$ cat src/rtl/axil_master.sv
// Single-outstanding AXI-Lite master bridging a valid/ready command/response port to AXI-Lite.
// Optional watchdog enabled by defining AXIL_MASTER_TIMEOUT_EN (limit TIMEOUT_CYCLES).
module axil_master #(
  parameter int          DATA_WIDTH     = 32,
  parameter int          ADDR_WIDTH     = 32,
  parameter int          STRB_WIDTH     = DATA_WIDTH / 8,
  parameter logic [2:0]  PROT           = 3'b000,
  parameter int          TIMEOUT_CYCLES = 1024
) (
  input  logic                  clk,
  input  logic                  rst,
  input  logic                  cmd_valid,
  output logic                  cmd_ready,
  input  logic                  cmd_we,
  input  logic [ADDR_WIDTH-1:0] cmd_addr,
  input  logic [DATA_WIDTH-1:0] cmd_wdata,
  input  logic [STRB_WIDTH-1:0] cmd_wstrb,
  output logic                  rsp_valid,
  input  logic                  rsp_ready,
  output logic [DATA_WIDTH-1:0] rsp_rdata,
  output logic [1:0]            rsp_resp,
  output logic [ADDR_WIDTH-1:0] m_axil_awaddr,
  output logic [2:0]            m_axil_awprot,
  output logic                  m_axil_awvalid,
  input  logic                  m_axil_awready,
  output logic [DATA_WIDTH-1:0] m_axil_wdata,
  output logic [STRB_WIDTH-1:0] m_axil_wstrb,
  output logic                  m_axil_wvalid,
  input  logic                  m_axil_wready,
  input  logic [1:0]            m_axil_bresp,
  input  logic                  m_axil_bvalid,
  output logic                  m_axil_bready,
  output logic [ADDR_WIDTH-1:0] m_axil_araddr,
  output logic [2:0]            m_axil_arprot,
  output logic                  m_axil_arvalid,
  input  logic                  m_axil_arready,
  input  logic [DATA_WIDTH-1:0] m_axil_rdata,
  input  logic [1:0]            m_axil_rresp,
  input  logic                  m_axil_rvalid,
  output logic                  m_axil_rready
);

  typedef enum logic [2:0] {IDLE, WR_ADDR_DATA, WR_RESP, RD_ADDR, RD_DATA, DONE} state_t;

  state_t                state_reg, state_next;
  logic [ADDR_WIDTH-1:0] addr_reg;
  logic [DATA_WIDTH-1:0] wdata_reg;
  logic [STRB_WIDTH-1:0] wstrb_reg;
  logic                  aw_done_reg, w_done_reg;
  logic [DATA_WIDTH-1:0] rdata_reg;
  logic [1:0]            resp_reg;
  logic                  accept, aw_hs, w_hs, timeout_hit;

`ifdef AXIL_MASTER_TIMEOUT_EN
  localparam int CNT_W = $clog2(TIMEOUT_CYCLES + 1);
  logic [CNT_W-1:0] count_reg;
  logic             busy;

  assign busy = (state_reg != IDLE) && (state_reg != DONE);
  // Fires on the last counted cycle so the abandon edge lands TIMEOUT_CYCLES after acceptance.
  assign timeout_hit = busy && (count_reg == CNT_W'(TIMEOUT_CYCLES - 1));

  always_ff @(posedge clk or posedge rst) begin
    if (rst)
      count_reg <= '0;
    else if (accept)
      count_reg <= '0;
    else if (busy)
      count_reg <= count_reg + 1'b1;
  end
`else
  assign timeout_hit = 1'b0;
`endif

  assign cmd_ready      = (state_reg == IDLE);
  assign accept         = cmd_valid && cmd_ready;
  assign rsp_valid      = (state_reg == DONE);
  assign rsp_rdata      = rdata_reg;
  assign rsp_resp       = resp_reg;

  // Abandoning a timed-out transaction drops every handshake signal in the same cycle.
  assign m_axil_awvalid = (state_reg == WR_ADDR_DATA) && !aw_done_reg && !timeout_hit;
  assign m_axil_wvalid  = (state_reg == WR_ADDR_DATA) && !w_done_reg && !timeout_hit;
  assign m_axil_bready  = (state_reg == WR_RESP) && !timeout_hit;
  assign m_axil_arvalid = (state_reg == RD_ADDR) && !timeout_hit;
  assign m_axil_rready  = (state_reg == RD_DATA) && !timeout_hit;

  assign m_axil_awaddr  = addr_reg;
  assign m_axil_araddr  = addr_reg;
  assign m_axil_wdata   = wdata_reg;
  assign m_axil_wstrb   = wstrb_reg;
  assign m_axil_awprot  = PROT;
  assign m_axil_arprot  = PROT;

  assign aw_hs = m_axil_awvalid && m_axil_awready;
  assign w_hs  = m_axil_wvalid && m_axil_wready;

  always_comb begin
    state_next = state_reg;
    case (state_reg)
      IDLE:         if (cmd_valid) state_next = cmd_we ? WR_ADDR_DATA : RD_ADDR;
      WR_ADDR_DATA: if (timeout_hit) state_next = DONE;
                    else if ((aw_done_reg || aw_hs) && (w_done_reg || w_hs)) state_next = WR_RESP;
      WR_RESP:      if (timeout_hit) state_next = DONE;
                    else if (m_axil_bvalid) state_next = DONE;
      RD_ADDR:      if (timeout_hit) state_next = DONE;
                    else if (m_axil_arready) state_next = RD_DATA;
      RD_DATA:      if (timeout_hit) state_next = DONE;
                    else if (m_axil_rvalid) state_next = DONE;
      DONE:         if (rsp_ready) state_next = IDLE;
      default:      state_next = IDLE;
    endcase
  end

  always_ff @(posedge clk or posedge rst) begin
    if (rst) begin
      state_reg   <= IDLE;
      addr_reg    <= '0;
      wdata_reg   <= '0;
      wstrb_reg   <= '0;
      aw_done_reg <= 1'b0;
      w_done_reg  <= 1'b0;
      rdata_reg   <= '0;
      resp_reg    <= 2'b00;
    end else begin
      state_reg <= state_next;
      if (accept) begin
        addr_reg    <= cmd_addr;
        wdata_reg   <= cmd_wdata;
        wstrb_reg   <= cmd_wstrb;
        aw_done_reg <= 1'b0;
        w_done_reg  <= 1'b0;
      end else begin
        if (aw_hs) aw_done_reg <= 1'b1;
        if (w_hs)  w_done_reg  <= 1'b1;
      end
      if (timeout_hit) begin
        rdata_reg <= '0;
        resp_reg  <= 2'b10;
      end else if (state_reg == WR_RESP && m_axil_bvalid) begin
        rdata_reg <= '0;
        resp_reg  <= m_axil_bresp;
      end else if (state_reg == RD_DATA && m_axil_rvalid) begin
        rdata_reg <= m_axil_rdata;
        resp_reg  <= m_axil_rresp;
      end
    end
  end

endmodule

$ cat config.mk
export PLATFORM = sky130hd
export DESIGN_NAME = axil_master
export DESIGN_NICKNAME = d
export VERILOG_FILES = /design/src/rtl/axil_master.sv
export SDC_FILE = /design/constraint.sdc
export NUM_CORES = 1
export LEC_CHECK = 0
export BUFFER_PORTS_ARGS = -buffer_cell sky130_fd_sc_hd__buf_2
export CAP_MARGIN = 25
export CORE_UTILIZATION = 35
export DETAILED_ROUTE_END_ITERATION = 16
export PLACE_DENSITY = 0.69
export SYNTH_ARGS = -nofsm -noshare
export SYNTH_HDL_FRONTEND = slang
export SYNTH_SLANG_ARGS = --single-unit
$ cat constraint.sdc
create_clock -name clk -period 4.41 [get_ports clk]
set_input_delay 0.882 -clock clk [delete_from_list [all_inputs] [get_ports clk]]
set_output_delay 0.882 -clock clk [all_outputs]
set_load 0.05 [all_outputs]
==> summary.txt, run 1 <==
Synthesis
  – Most frequent cells after synthesis: dfrtp_1, mux2_4, buf_4
  – Synth area leaders: dfrtp_1, mux2_4, buf_4
  – Top-count cell post-synth: dfrtp_1
  – Cell Area, Synth: around 4800 µm²
  – Synthesis-stage register bit count: 107
  – Yosys warns: 0
  – Syn avg cell area: 15.83 µm²
  – Post-synth EDFFs: 0
  – Post-synth top area share: 55.44%
  – Cell count after synthesis: between 300 and 400
  – Distinct cells, synth: 27
  – Most area-hungry cell type in the Yosys netlist: dfrtp_1
  – Ys async rst share: 100.0%
  – Register area share after synthesis: 55.44%
  – Most common flop cell mapped by yosys: dfrtp_1

CTS
  – Hold_buf cts: 0
  – Worst-path clk slew: 0.07 ns
  – Num CTS Buffers: 9
  – CTS tree: yes
  – CTS sink count: around 110
  – Clk_lat worst skew: about 0.34 ns
  – Setup bufs post-CTS: 0
  – Htree depth: 3
  – Root Driver: clkbuf_16
  – Max Root-Sink Buffers: 2
  – Post-CTS sizing: 0

Global route
  – Grt total ovfl: 0
  – Global-route wire length before repair: 16970 µm
  – Initial antenna violation count: 0
  – Largest net degree at the start of global routing: 74
  – Vias in the first global route: 3276
  – Gr usage total: 15.16%

Cells and area
  – P&R area growth vs syn: 27.82%
  – Fill count: approximately 1200
  – Ant diodes: 0
  – Share of layout cells above drive strength 1: 66.10%
  – Fin nets: about 640
  – Post-route cell area: 6173 µm²

Route
  – Antenna-violating nets left: 0
  – Drt wl/cell: 15.49 µm
  – Residual DRC count: 0
  – Final wirelength: 10900 µm
  – Vias per inst: around 4.6
  – Drt initial violations: 169
  – TritonRoute pass-1 iters: 4
  – Vias: about 3300

Floorplanning
  – Core area: ~13000 µm²
  – Starting Density: 36.18%
  – Die height: 119.5 µm
  – Die ar.: 14270 µm²
  – Die X: 119.5 µm
  – Rows: 42
  – Num ports: between 200 and 300

Placed design
  – Placed inst area: 5853 µm²
  – HPWL after DPL: 7676 µm
  – Number of port buffers: 254
  – GPL Wtd Cong: 0.7614
  – Setup WS pre-CTS: ~2 ns

Timing
  – Period utilization: 62.43%
  – Final Hold Vio Count: 0
  – Fin Setup TNS: 0 ns
  – Rel. slew slack: between 40% and 50%
  – Worst Max-Slew Pin Slew: 0.8918 ns
  – Setup ws final: 1.657 ns
  – Final slew viol count: 0
  – Min Tclk post-route: 2.753 ns
  – Max Clk Rate: 0.3632 GHz
  – Final setup skew: 0.006722 ns
  – RSZ-0062 raised after global routing: false
  – Setup violators final: 0

Hold path
  – Hold WC Path Type: flop to flop

Setup path
  – CP required: between 3 and 4 ns
  – CP Class: flop to output pin
  – Worst-path fanout max: 11
  – Crit path launch type: flop
  – Crit. End Element: output pin
  – Worst Path Arrival: ~1.9 ns

Outcome
  – Status: finished clean

Run
  – MaxCap Viol Count: 0
==> final timing paths <==
kind	from	to	slack, ns	cells past startpoint
max in group asynchronous	rst	m_axil_araddr[30]$_DFFE_PP0P_	2.89	3
hold / removal	rsp_rdata[7]$_DFFE_PP0P_	rsp_rdata[7]$_DFFE_PP0P_	0.50	1
min in group asynchronous	rst	m_axil_wdata[18]$_DFFE_PP0P_	0.74	2
setup reg to reg	state_reg[0]$_DFFE_PP0P_	m_axil_wdata[11]$_DFFE_PP0P_	2.36	4
setup / recovery	state_reg[0]$_DFFE_PP0P_	m_axil_awvalid	1.66	4
hold reg to reg	rsp_rdata[7]$_DFFE_PP0P_	rsp_rdata[7]$_DFFE_PP0P_	0.50	1
==> metal layers <==
metal / GRT usage (%) / part of all wire (%) / up-vias / wire length [µm]
li1: - / - / 1464 / -
met1: 18.28 / 41 / 1630 / 4416
met2: 25.98 / 51 / 155 / 5607
met3: 2.874 / 6.0 / 15 / 655
met4: 7.109 / 2.0 / 0 / 223
met5: 0 / 0 / - / 0
==> metrics by stage <==
| step | hold slack [ns] | utilization (%) | std cells |
|---|---|---|---|
| 2_1_floorplan | 0.4850 | - | 310 |
| 3_3_place_gp | 0.4780 | 43.85 | 688 |
| 3_5_place_dp | 0.4765 | 43.85 | 688 |
| 4_1_cts | 0.5012 | 46.25 | 704 |
| 5_1_grt | 0.5124 | 46.25 | 704 |
| 6_report | 0.4963 | 46.25 | 704 |
==> cell families (layout without fill, tap and decap cells) <==
family                 count (synthesis)  in the layout  share of synthesized area, %
flip-flops                           107            107                         55.44
AND/OR/NAND/NOR                       21             21                         3.161
multiplexers                          70             70                         21.81
buffers and inverters                 60            278                         11.63
other                                  1              6                       0.07765
AO/OA/AOI/OAI                         46             46                         7.876
==> final cells by class <==
class / count / area [µm²] / area share, %
Sequential cell: 107 / 2678 / 43.37
Multi-Input combinational cell: 143 / 1624 / 26.31
Timing Repair Buffer: 258 / 1314 / 21.28
Clock buffer: 12 / 246.5 / 3.993
Tap cell: 176 / 220.2 / 3.567
Clock inverter: 4 / 73.82 / 1.196
Inverter: 4 / 17.52 / 0.2837
==> layout by cell type (no fill, tap or decap), types with 2 or more instances in the layout <==
cell type,instances
mux2_4,68
clkbuf_16,9
a22oi_1,2
a22o_1,33
a21oi_1,4
clkbuf_1,2
nand2b_1,3
nor2_1,9
inv_1,2
conb_1,6
buf_2,254
o21ai_0,2
bufinv_16,2
nand3b_4,2
buf_4,3
dfrtp_1,107
nor3b_1,2
==> worst max-delay path, cell delays in order, from the launching register on <==
cell and delay [ns]:
dfrtp_1 0.62, inv_2 0.12, or3_1 0.41, nor2_1 0.11
buf_2 0.27
Power of run 1 is not shown: default switching activity piles up to over one toggle a cycle in this logic, so the estimate is an artifact.
==> run 2: changes to the inputs <==
Settings changed: ABC_AREA set to 1, PLACE_DENSITY 0.69 to 0.7.
Clock period 4.41 ns to 2.7 ns, I/O delays scaled along.
==> run 2 against run 1 <==
  * Global-route usage increased by 3.4 points
  * Die area decreased by 3.0%
  * Cell count increased by 32%
  * Worst setup slack got worse by 1.3 ns
  * Flip-flop and latch count unchanged
  * Sequential share of layout area increased by 0.34 points
  * Synthesized cell count increased by 79%
==> summary.txt, run 2 <==
Outcome
  – Status: finished clean

Timing
  – RSZ-0062 raised after global routing: false
  – Final Hold Vio Count: 0
  – Worst Max-Slew Pin Slew: 0.6013 ns
  – Min Tclk post-route: approximately 2.3 ns
  – Period utilization: between 80% and 90%
  – Rel. slew slack: 59.92%
  – Fin Setup TNS: 0 ns
  – Max Clk Rate: approximately 0.43 GHz
  – Final setup skew: 0.007200 ns
  – Final slew viol count: 0
  – Setup violators final: 0

Setup path
  – Worst path slowest cell: dfrtp_1
  – Crit. End Element: output pin
  – Worst Path Arrival: ~1.8 ns
  – CP required: 2.16 ns
  – Crit path launch type: flop
  – Worst-path fanout max: 19
  – Worst path max stage delay: 0.48 ns
  – Critical path cell sequence: nor2_2, inv_2, nor2_4, buf_2
  – Worst Path Buf+Inv: 2
  – Beginning of the critical path: state_reg[2]$_DFFE_PP0P_
  – Cell family with most CP delay: simple AND/OR/NAND/NOR gates
  – CP Class: flop to output pin
  – RR Startpoint: state_reg[2]$_DFFE_PP0P_

Route
  – Final wirelength: 12540 µm
  – Residual DRC count: 0
  – Antenna-violating nets left: 0
  – Vias per inst: roughly 4.6
  – Drt wl/cell: ~13 µm
  – TritonRoute pass-1 iters: 4
  – Drt initial violations: 244
  – Vias: ~4300

Floorplanning
  – Die ar.: about 14000 µm²
  – Die X: 117.7 µm
  – Num ports: 261
  – Starting Density: between 30 and 40%
  – Core area: 12820 µm²
  – Rows: 41
  – Die height: 117.7 µm

Synthesis
  – Most frequent cells after synthesis: nand2_1, nand3_1, dfrtp_1
  – Post-synth EDFFs: 0
  – Cell Area, Synth: 4683 µm²
  – Distinct cells, synth: 19
  – Most area-hungry cell type in the Yosys netlist: dfrtp_1
  – Register area share after synthesis: a little under three fifths
  – Post-synth top area share: 57.17%
  – Cell count after synthesis: around 550
  – Synth area leaders: dfrtp_1, nand2_1, nand3_1
  – Top-count cell post-synth: nand2_1
  – Synthesis-stage register bit count: 107
  – Most common flop cell mapped by yosys: dfrtp_1
  – Ys async rst share: 100.0%
  – Yosys warns: 0
  – Syn avg cell area: 8.562 µm²

Global route
  – Largest net degree at the start of global routing: between 100 and 150
  – Met2 Usage GRT: 31.03%
  – Global-route wire length before repair: 20570 µm
  – Initial antenna violation count: 0
  – Gr usage total: 18.59%
  – GR peak layer: met2
  – Met3 Use GR: 4.990%
  – Grt total ovfl: 0
  – Grt met1 use: 23.53%
  – Vias in the first global route: 3935

Cells and area
  – Post-route cell area: 6126 µm²
  – Fill count: 1289
  – Most frequent cells in the layout: buf_2, nand2_1, nand3_1, dfrtp_1, inv_1
  – Ant diodes: 0
  – Share of layout cells above drive strength 1: 37.89%
  – Commonest non-fill, non-tap cell in the layout: buf_2
  – Fin nets: 869
  – P&R area growth vs syn: 30.80%

CTS
  – Clk_lat worst skew: roughly 0.35 ns
  – Worst-path clk slew: around 0.07 ns
  – Post-CTS sizing: 0
  – CTS sink count: between 100 and 150
  – Root Driver: clkbuf_16
  – CTS tree: yes
  – Max Root-Sink Buffers: 2
  – Hold_buf cts: 0
  – Num CTS Buffers: 9
  – Htree depth: 3
  – Setup bufs post-CTS: 0

Placed design
  – Placed inst area: 5846 µm²
  – Number of port buffers: 254
  – GPL Wtd Cong: 0.8842
  – HPWL after DPL: approximately 8900 µm

Hold path
  – Hold WC Path Type: input port to async pin

Run
  – MaxCap Viol Count: 0
-- run 2: changes by cell type in the layout (fill, tap and decap cells not counted), sizes merged, moves of 3 or more --
cell / change
inv: +11
clkinv: +4
nand2: +224
a22o: -33
mux2: -68
buf: +5
nand3: +111
nand2b: -3
-- run 2: area by class of cell --
cell class / instances / area, µm² / share of cell area (%)
clock buffers: 10 / 239.0 / 3.901
well taps: 172 / 215.2 / 3.513
inverters: 16 / 63.81 / 1.042
repair buffers: 263 / 1364 / 22.26
multi-input cells: 358 / 1525 / 24.90
flip-flops and latches: 107 / 2678 / 43.71
clock inverters: 6 / 41.29 / 0.6740
-- run 2: logic make-up (layout without fill, tap and decap cells) --
kind of cell | after synthesis | count (layout) | synth area share, %
flops | 107 | 107 | 57.17
compound gates | 2 | 2 | 0.2137
simple gates | 350 | 350 | 31.82
buf+inv | 87 | 295 | 10.71
other cells | 1 | 6 | 0.08007
-- run 2: stage by stage --
stage,hold WS (ns),std cells,setup slack [ns],utilization [%]
finish,0.3362,932,0.3616,47.77
detailed placement,0.4530,916,0.4955,45.58
floorplan,0.5351,552,0.4292,-
global route,0.4002,932,0.2036,47.77
CTS,0.3733,932,0.3161,47.77
global placement,0.4498,916,0.5687,45.58
-- run 2: worst paths after layout --
check	cells after the start	slack (ns)	endpoint
max in group asynchronous	3	1.90	state_reg[0]$_DFFE_PP0P_
hold / removal	3	0.34	rsp_rdata[21]$_DFFE_PP0P_
setup reg to reg	7	0.55	m_axil_araddr[3]$_DFFE_PP0P_
min in group clk	3	0.41	rsp_resp[0]$_DFFE_PP0P_
setup / recovery	4	0.36	cmd_ready
hold reg to reg	2	0.47	rsp_rdata[16]$_DFFE_PP0P_
-- run 2: worst min-delay path, stage by stage --
cell        delay [ns]
buf_2             0.11
clkinvlp_4        0.07
buf_12            0.41
-- run 2: layer usage --
metal / wire length (µm) / vias to the layer above
met5: 0 / -
met2: 6256 / 164
met4: 191 / 0
met1: 5315 / 1990
li1: - / 2099
met3: 780 / 14
Power of run 2 is left out for the same reason.
